<file path="src/rtl/regfile_write_arbiter.sv">
// Round-robin write-port arbiter for a 2**AW-entry register file, with bounded locked bursts.
// Optional macro REGFILE_WRITE_ARBITER_ZERO_REG_EN hardwires register 0 (writes to it are accepted but suppressed).
module regfile_write_arbiter #(
  parameter int NREQ      = 4,
  parameter int AW        = 5,
  parameter int DW        = 32,
  parameter int MAX_BURST = 4
) (
  input  logic                 clk,
  input  logic                 rst,
  input  logic [NREQ-1:0]      req,
  input  logic [NREQ-1:0]      lock,
  input  logic [NREQ*AW-1:0]   addr,
  input  logic [NREQ*DW-1:0]   data,
  input  logic                 stall,
  output logic [NREQ-1:0]      gnt,
  output logic                 wr_en,
  output logic [AW-1:0]        wr_addr,
  output logic [(2**AW)-1:0]   wr_sel,
  output logic [DW-1:0]        wr_data,
  output logic                 busy
);

  localparam int PW   = (NREQ > 1) ? $clog2(NREQ) : 1;
  localparam int BW   = $clog2(MAX_BURST + 1);
  localparam int SELW = 2**AW;

  typedef enum logic {
    ST_IDLE   = 1'b0,
    ST_LOCKED = 1'b1
  } state_t;

  state_t          r_state;
  logic [PW-1:0]   r_ptr;
  logic [PW-1:0]   r_owner;
  logic [BW-1:0]   r_bcnt;

  logic [NREQ-1:0] w_gnt;
  logic [PW-1:0]   w_idx;
  logic [PW-1:0]   w_cand;
  logic            w_found;
  logic [AW-1:0]   w_addr;
  logic [DW-1:0]   w_data;
  logic            w_lock;
  logic            w_last;
  logic            w_write_ok;
  logic [SELW-1:0] w_sel;

  // Grant selection: owner only while locked, otherwise first requester from r_ptr upward
  always_comb begin
    w_gnt   = {NREQ{1'b0}};
    w_idx   = {PW{1'b0}};
    w_cand  = {PW{1'b0}};
    w_found = 1'b0;
    if (rst || stall) begin
      w_found = 1'b0;
    end else if (r_state == ST_LOCKED) begin
      if (req[r_owner]) begin
        w_found = 1'b1;
        w_idx   = r_owner;
      end else begin
        w_found = 1'b0;
      end
    end else begin
      for (int i = 0; i < NREQ; i++) begin
        w_cand = PW'((int'(r_ptr) + i) % NREQ);
        if (!w_found && req[w_cand]) begin
          w_found = 1'b1;
          w_idx   = w_cand;
        end else begin
          w_found = w_found;
        end
      end
    end
    if (w_found) begin
      w_gnt[w_idx] = 1'b1;
    end else begin
      w_gnt = {NREQ{1'b0}};
    end
  end

  // Payload mux for the winning requester and write qualification
  always_comb begin
    w_addr = {AW{1'b0}};
    w_data = {DW{1'b0}};
    w_lock = 1'b0;
    for (int i = 0; i < NREQ; i++) begin
      if (w_idx == PW'(i)) begin
        w_addr = addr[i*AW +: AW];
        w_data = data[i*DW +: DW];
        w_lock = lock[i];
      end else begin
        w_lock = w_lock;
      end
    end
    w_last = ((int'(r_bcnt) + 1) >= MAX_BURST);
`ifdef REGFILE_WRITE_ARBITER_ZERO_REG_EN
    w_write_ok = (w_addr != {AW{1'b0}});
`else
    w_write_ok = 1'b1;
`endif
    if (w_write_ok) begin
      w_sel = {{(SELW-1){1'b0}}, 1'b1} << w_addr;
    end else begin
      w_sel = {SELW{1'b0}};
    end
  end

  // Arbitration FSM and registered write port
  always_ff @(posedge clk or posedge rst) begin
    if (rst) begin
      r_state <= ST_IDLE;
      r_ptr   <= {PW{1'b0}};
      r_owner <= {PW{1'b0}};
      r_bcnt  <= {BW{1'b0}};
      wr_en   <= 1'b0;
      wr_addr <= {AW{1'b0}};
      wr_sel  <= {SELW{1'b0}};
      wr_data <= {DW{1'b0}};
    end else if (w_found) begin
      wr_en  <= w_write_ok;
      wr_sel <= w_sel;
      if (w_write_ok) begin
        wr_addr <= w_addr;
        wr_data <= w_data;
      end else begin
        wr_addr <= wr_addr;
        wr_data <= wr_data;
      end
      case (r_state)
        ST_IDLE: begin
          r_ptr <= (w_idx == PW'(NREQ - 1)) ? {PW{1'b0}} : (w_idx + {{(PW-1){1'b0}}, 1'b1});
          if (w_lock) begin
            r_state <= ST_LOCKED;
            r_owner <= w_idx;
            r_bcnt  <= {{(BW-1){1'b0}}, 1'b1};
          end else begin
            r_state <= ST_IDLE;
          end
        end
        ST_LOCKED: begin
          // Release on an unlocked write or when the burst budget is used up
          if (!w_lock || w_last) begin
            r_state <= ST_IDLE;
            r_bcnt  <= {BW{1'b0}};
          end else begin
            r_bcnt  <= r_bcnt + {{(BW-1){1'b0}}, 1'b1};
          end
        end
        default: begin
          r_state <= ST_IDLE;
          r_bcnt  <= {BW{1'b0}};
        end
      endcase
    end else begin
      wr_en  <= 1'b0;
      wr_sel <= {SELW{1'b0}};
      // Owner dropped its request at an unstalled edge: abandon the lock
      if (!stall && (r_state == ST_LOCKED)) begin
        r_state <= ST_IDLE;
        r_bcnt  <= {BW{1'b0}};
      end else begin
        r_state <= r_state;
      end
    end
  end

  assign gnt  = w_gnt;
  assign busy = (r_state == ST_LOCKED);

endmodule
</file>
<file path="config.mk">
export PLATFORM = sky130hd
export DESIGN_NAME = regfile_write_arbiter
export DESIGN_NICKNAME = d
export VERILOG_FILES = /design/src/rtl/regfile_write_arbiter.sv
export SDC_FILE = /design/constraint.sdc
export NUM_CORES = 1
export LEC_CHECK = 0
export ABC_AREA = 1
export CORE_MARGIN = 10
export CORE_UTILIZATION = 41
export CTS_CLUSTER_DIAMETER = 120
export DETAILED_ROUTE_END_ITERATION = 8
export PLACE_DENSITY = 0.82
export SLEW_MARGIN = 15
export SYNTH_ARGS = -nofsm -noshare
export SYNTH_HDL_FRONTEND = slang
export SYNTH_SLANG_ARGS = --single-unit
</file>
<file path="constraint.sdc">
create_clock -name clk -period 3.85 [get_ports clk]
set_clock_uncertainty 0.05 [all_clocks]
set_input_delay 0.385 -clock clk [delete_from_list [all_inputs] [get_ports clk]]
set_output_delay 0.385 -clock clk [all_outputs]
set_load 0.01 [all_outputs]
</file>
==> out/metrics.sh <==
TIMING_WORST_SETUP_PATH_TYPE='register to output pin'
POWER-PER-CELL-AREA_nW_PER_UM2=595
INTERNAL_POWER_mW=2.33
R2R_SLACK_PS=420
DRCVIOLATIONCOUNT=0
FINAL.HOLD.WORST_SLACK_PS=377
STD_CELL_ROWS=38
CP_MAX_FO=10
GRT_USAGE_PCT=21.0
WL_UM=17300
CP_SLOWEST_CELL='sky130_fd_sc_hd__clkdlybuf4s50_1'
TRITONCTS_CLOCK_TREE='built'
POWER.NET_SWITCHING_mW=1.93
NETS=999
FINALCRITICALPERIOD_PS=3500
POST_SYNTH_INST_COUNT=612
DRIVE_GT1_SHARE_PCT=8.81
DIE_X_UM=126
FINALHOLDVIOLATIONS=0
YOSYSUNIQUECELLTYPES=34
PATH_CLK_SLEW_PS=90
CTS_SETUP_BUFFERS=0
DRTPASS1ITERATIONS=5
ROUTED-VIA-COUNT=5020
SLEW_HEADROOM_PCT=59.1
SWITCHING_SHARE_PCT=45.4
FIN_CRIT_SH_PCT=91.0
REG2REG_TO='wr_sel[1]$_DFF_PP0_'
GRT-OVFL-TOTAL=0
SYNTH-MAIN-FF-CELL='sky130_fd_sc_hd__dfrtp_1'
MAX_CAP_VIOL_COUNT=0
FINAL_SETUP_MARGIN_PS=348
CLOCKBUFFERDEPTH=2
SYNTHESIS_STAGE_REGISTER_BIT_COUNT=78
CLK_ROOT_BUFFER_CELL='sky130_fd_sc_hd__clkbuf_8'
VDD_DROP_MAX_V=0.000342
PLACE.DETAILED.HPWL_UM=13600
ANTENNA_CELLS=0
FINALWEIGHTEDCONGESTION=0.895
MULTIINPUTGATEAREA_SQ_UM=2290
POST-SYNTH-TOP-AREA-CELL='sky130_fd_sc_hd__dfrtp_1'
HOLD_CRIT_CLASS='input pin to asynchronous set/reset pin'
VIA_COUNT_OF_THE_FIRST_GLOBAL_ROUTING_PASS=5006
FLOW.AREA_GROWTH_FROM_SYNTHESIS_PCT=56.9
COUNT_OF_CLOCK_TREE_SINKS=78
WORSTSETUPENDPOINTTYPE='output pin'
STATUS='complete, no violations'
ANTENNA_FOUND_INITIAL=0
YOSYS-TOP-CELLS-COUNT='251 x sky130_fd_sc_hd__nand2_1, 78 x sky130_fd_sc_hd__dfrtp_1, 47 x sky130_fd_sc_hd__nor2_1'
CLKPWRFRAC_PCT=13.8
PORT-BUFFER-COUNT=233
SYNTHESIS.NETS=776
TIMING.CRITICAL_PATH.ARRIVAL_PS=3070
PIN_COUNT_OF_THE_BIGGEST_NET_ENTERING_GLOBAL_ROUTING=39
INITIAL_CORE_UTIL_PCT=41.9
FINAL_ANTENNA_NET_COUNT=0
MAX_FREQ_MHz=286
SYN_AREA_SQ_UM=4560
HTREEDEPTH=3
SHARE_OF_THE_SYNTHESIZED_AREA_IN_THE_TOP_CELL_TYPE_PCT=42.8
CORE_AREA_SQ_UM=10900
SLEW_VIOL_FINAL=0
POWER.SHARE.COMBINATIONAL_PCT=58.3
YS_ASYNC_SR_FRACTION_PCT=100
DESIGN.DIE.AREA_SQ_UM=15800
YOSYSMOSTFREQUENTCELL='sky130_fd_sc_hd__nand2_1'
TIMING.REG2REG.WORST_PATH_DEPTH=22
TOP_LEVEL_PORTS=234
WORSTMARGINPINSLEW_PS=612
ROUTED_VIA_DENSITY=5.12
CP_CELL_SEQUENCE='inv_4 > nand2_1 > nand3_1 > nand2_1 > nor2_4 > nand3_2 > nand2_4 > o21ai_1 > inv_1 > ha_2 > inv_1 > nor2_1 > clkdlybuf4s50_1'
POST_SYNTH_EDFFS=0
AREA.SEQUENTIAL_SQ_UM=1950
SEQUENTIAL_TO_TOTAL_AREA_SHARE_FROM_YOSYS_STAT_PCT=42.8
SYN_AREA_PER_CELL_SQ_UM=7.46
FILLERS=911
CELLLEAKAGEPOWER_nW=3.44
INSERTION_DELAY_PS=350
FP.DIEH_UM=126
PRECTSSETUPSLACK_PS=187
CTS_MADE_BUFFERS=9
SYNTHTOPCELLSBYAREA='sky130_fd_sc_hd__dfrtp_1 43%, sky130_fd_sc_hd__nand2_1 21%, sky130_fd_sc_hd__o211ai_2 7.4%'
CTS_REPAIR_RESIZES=0
SETUP_VIOLATIONS=0
CPPEAKSTAGEDELAY_PS=590
WORST_EP_REQUIRED_TIME_PS=3410
TNS_PS=0
WORST_R2R_STARTPOINT='r_ptr[0]$_DFFE_PP0P_'
DR.FIRST_ITER.DRC_COUNT=223
SEQPWRFRAC_PCT=27.9
POST_CTS_HOLD_BUFFER_COUNT=0
SETUP.WORST_PATH.START_CLASS='register'
GRT_SETUP_UNREPAIRED='false'
FIRST_PASS_GRT_WIRE_LENGTH_UM=27400
AVERAGE_WIRE_PER_STANDARD_CELL_UM=17.7
YOSYS_SYNTHESIS_WARNING_COUNT=0
## cells by family after synthesis
group,Yosys count,share of synthesized area (%)
flip-flops,78,42.8
AND/OR/NAND/NOR,335,29.6
buffers and inverters,66,7.02
AO/OA/AOI/OAI,128,19.2
adder cells (fa/ha/maj),5,1.37
## worst max-delay path, delay by kind of cell (launching register included)
kind                       cells  cell delay [ps]
buffers and inverters          4             1010
and+or+nand+nor                7              800
DFF                            1              500
adders and majority gates      1              270
AOI/OAI and AO/OA              1              130
## power groups by stage
stage / logic [mW] / clock network (mW) / registers (mW)
floorplan: 1.43 / 0 / 1.27
global placement: 2.40 / 0 / 1.19
detailed placement: 2.48 / 0 / 1.20
CTS: 2.49 / 0.603 / 1.19
global route: 2.75 / 0.641 / 1.22
finish: 2.48 / 0.589 / 1.19
## layout make-up
| cell class | instances | share of cell area, % |
|---|---|---|
| tap | 140 | 2.45 |
| timing repair buffer | 246 | 33.9 |
| inverter | 32 | 1.73 |
| sequential | 78 | 27.3 |
| multi-input combinational | 468 | 32.0 |
| clock buffer | 9 | 1.73 |
| clock inverter | 7 | 0.856 |
## through the flow
stage / instances / util [%] / total power [mW] / instance area (sq um)
after floorplan: 612 / - / 2.70 / 4560
after global placement: 964 / 64.0 / 3.59 / 6970
after detailed placement: 964 / 64.0 / 3.68 / 6970
after CTS: 980 / 65.7 / 4.28 / 7160
after global routing: 980 / 65.8 / 4.61 / 7160
final: 980 / 65.8 / 4.26 / 7160
## worst max-delay path by stage
stage	to	slack, ps	from	cells after the start
floorplan	wr_sel[10]$_DFF_PP0_	940	r_ptr[0]$_DFFE_PP0P_	21
global placement	gnt[2]	390	req[2]	14
detailed placement	wr_sel[1]$_DFF_PP0_	190	req[3]	18
CTS	gnt[2]	110	r_ptr[0]$_DFFE_PP0P_	14
global route	gnt[2]	80	r_ptr[0]$_DFFE_PP0P_	13
finish	gnt[2]	350	r_ptr[0]$_DFFE_PP0P_	13
## metal layers
metal	up-vias	GRT usage, %	part of all wire (%)
met4	0	3.93	1.0
li1	2431	-	-
met2	248	35.6	49
met1	2327	25.1	41
met3	14	7.90	9.7
met5	-	0	0
## sequential cells by signal (all words and copies together), names as in the netlist
signal / flops
r_bcnt: 3
wr_en: 1
wr_sel: 32
r_ptr: 2
wr_addr: 5
wr_data: 32
busy: 1
r_owner: 2
## layout by cell type (no fill, tap or decap)
master / count
sky130_fd_sc_hd__nand2_1: 251
sky130_fd_sc_hd__clkdlybuf4s50_1: 233
sky130_fd_sc_hd__dfrtp_1: 77
sky130_fd_sc_hd__nor2_1: 47
sky130_fd_sc_hd__o21ai_0: 43
sky130_fd_sc_hd__a21oi_1: 40
sky130_fd_sc_hd__o211ai_2: 27
sky130_fd_sc_hd__inv_1: 26
sky130_fd_sc_hd__nand3_1: 24
sky130_fd_sc_hd__buf_4: 13
sky130_fd_sc_hd__clkbuf_8: 9
sky130_fd_sc_hd__o211ai_1: 6
sky130_fd_sc_hd__o21ai_1: 5
sky130_fd_sc_hd__inv_2: 4
sky130_fd_sc_hd__ha_1: 4
sky130_fd_sc_hd__inv_6: 4
sky130_fd_sc_hd__nand2_2: 2
sky130_fd_sc_hd__nand2_4: 2
sky130_fd_sc_hd__a21boi_1: 2
sky130_fd_sc_hd__a22o_1: 2
sky130_fd_sc_hd__nand4_1: 2
sky130_fd_sc_hd__clkinvlp_4: 2
sky130_fd_sc_hd__inv_4: 1
sky130_fd_sc_hd__nor2_4: 1
sky130_fd_sc_hd__nand3_2: 1
sky130_fd_sc_hd__or2_2: 1
sky130_fd_sc_hd__nor3_1: 1
sky130_fd_sc_hd__o22ai_1: 1
sky130_fd_sc_hd__nor2_2: 1
sky130_fd_sc_hd__o21a_1: 1
sky130_fd_sc_hd__nand2_8: 1
sky130_fd_sc_hd__o21ai_2: 1
sky130_fd_sc_hd__and2_1: 1
sky130_fd_sc_hd__clkinv_2: 1
sky130_fd_sc_hd__ha_2: 1
sky130_fd_sc_hd__inv_8: 1
sky130_fd_sc_hd__dfrtp_2: 1
Power figures use the tool's default switching activity.
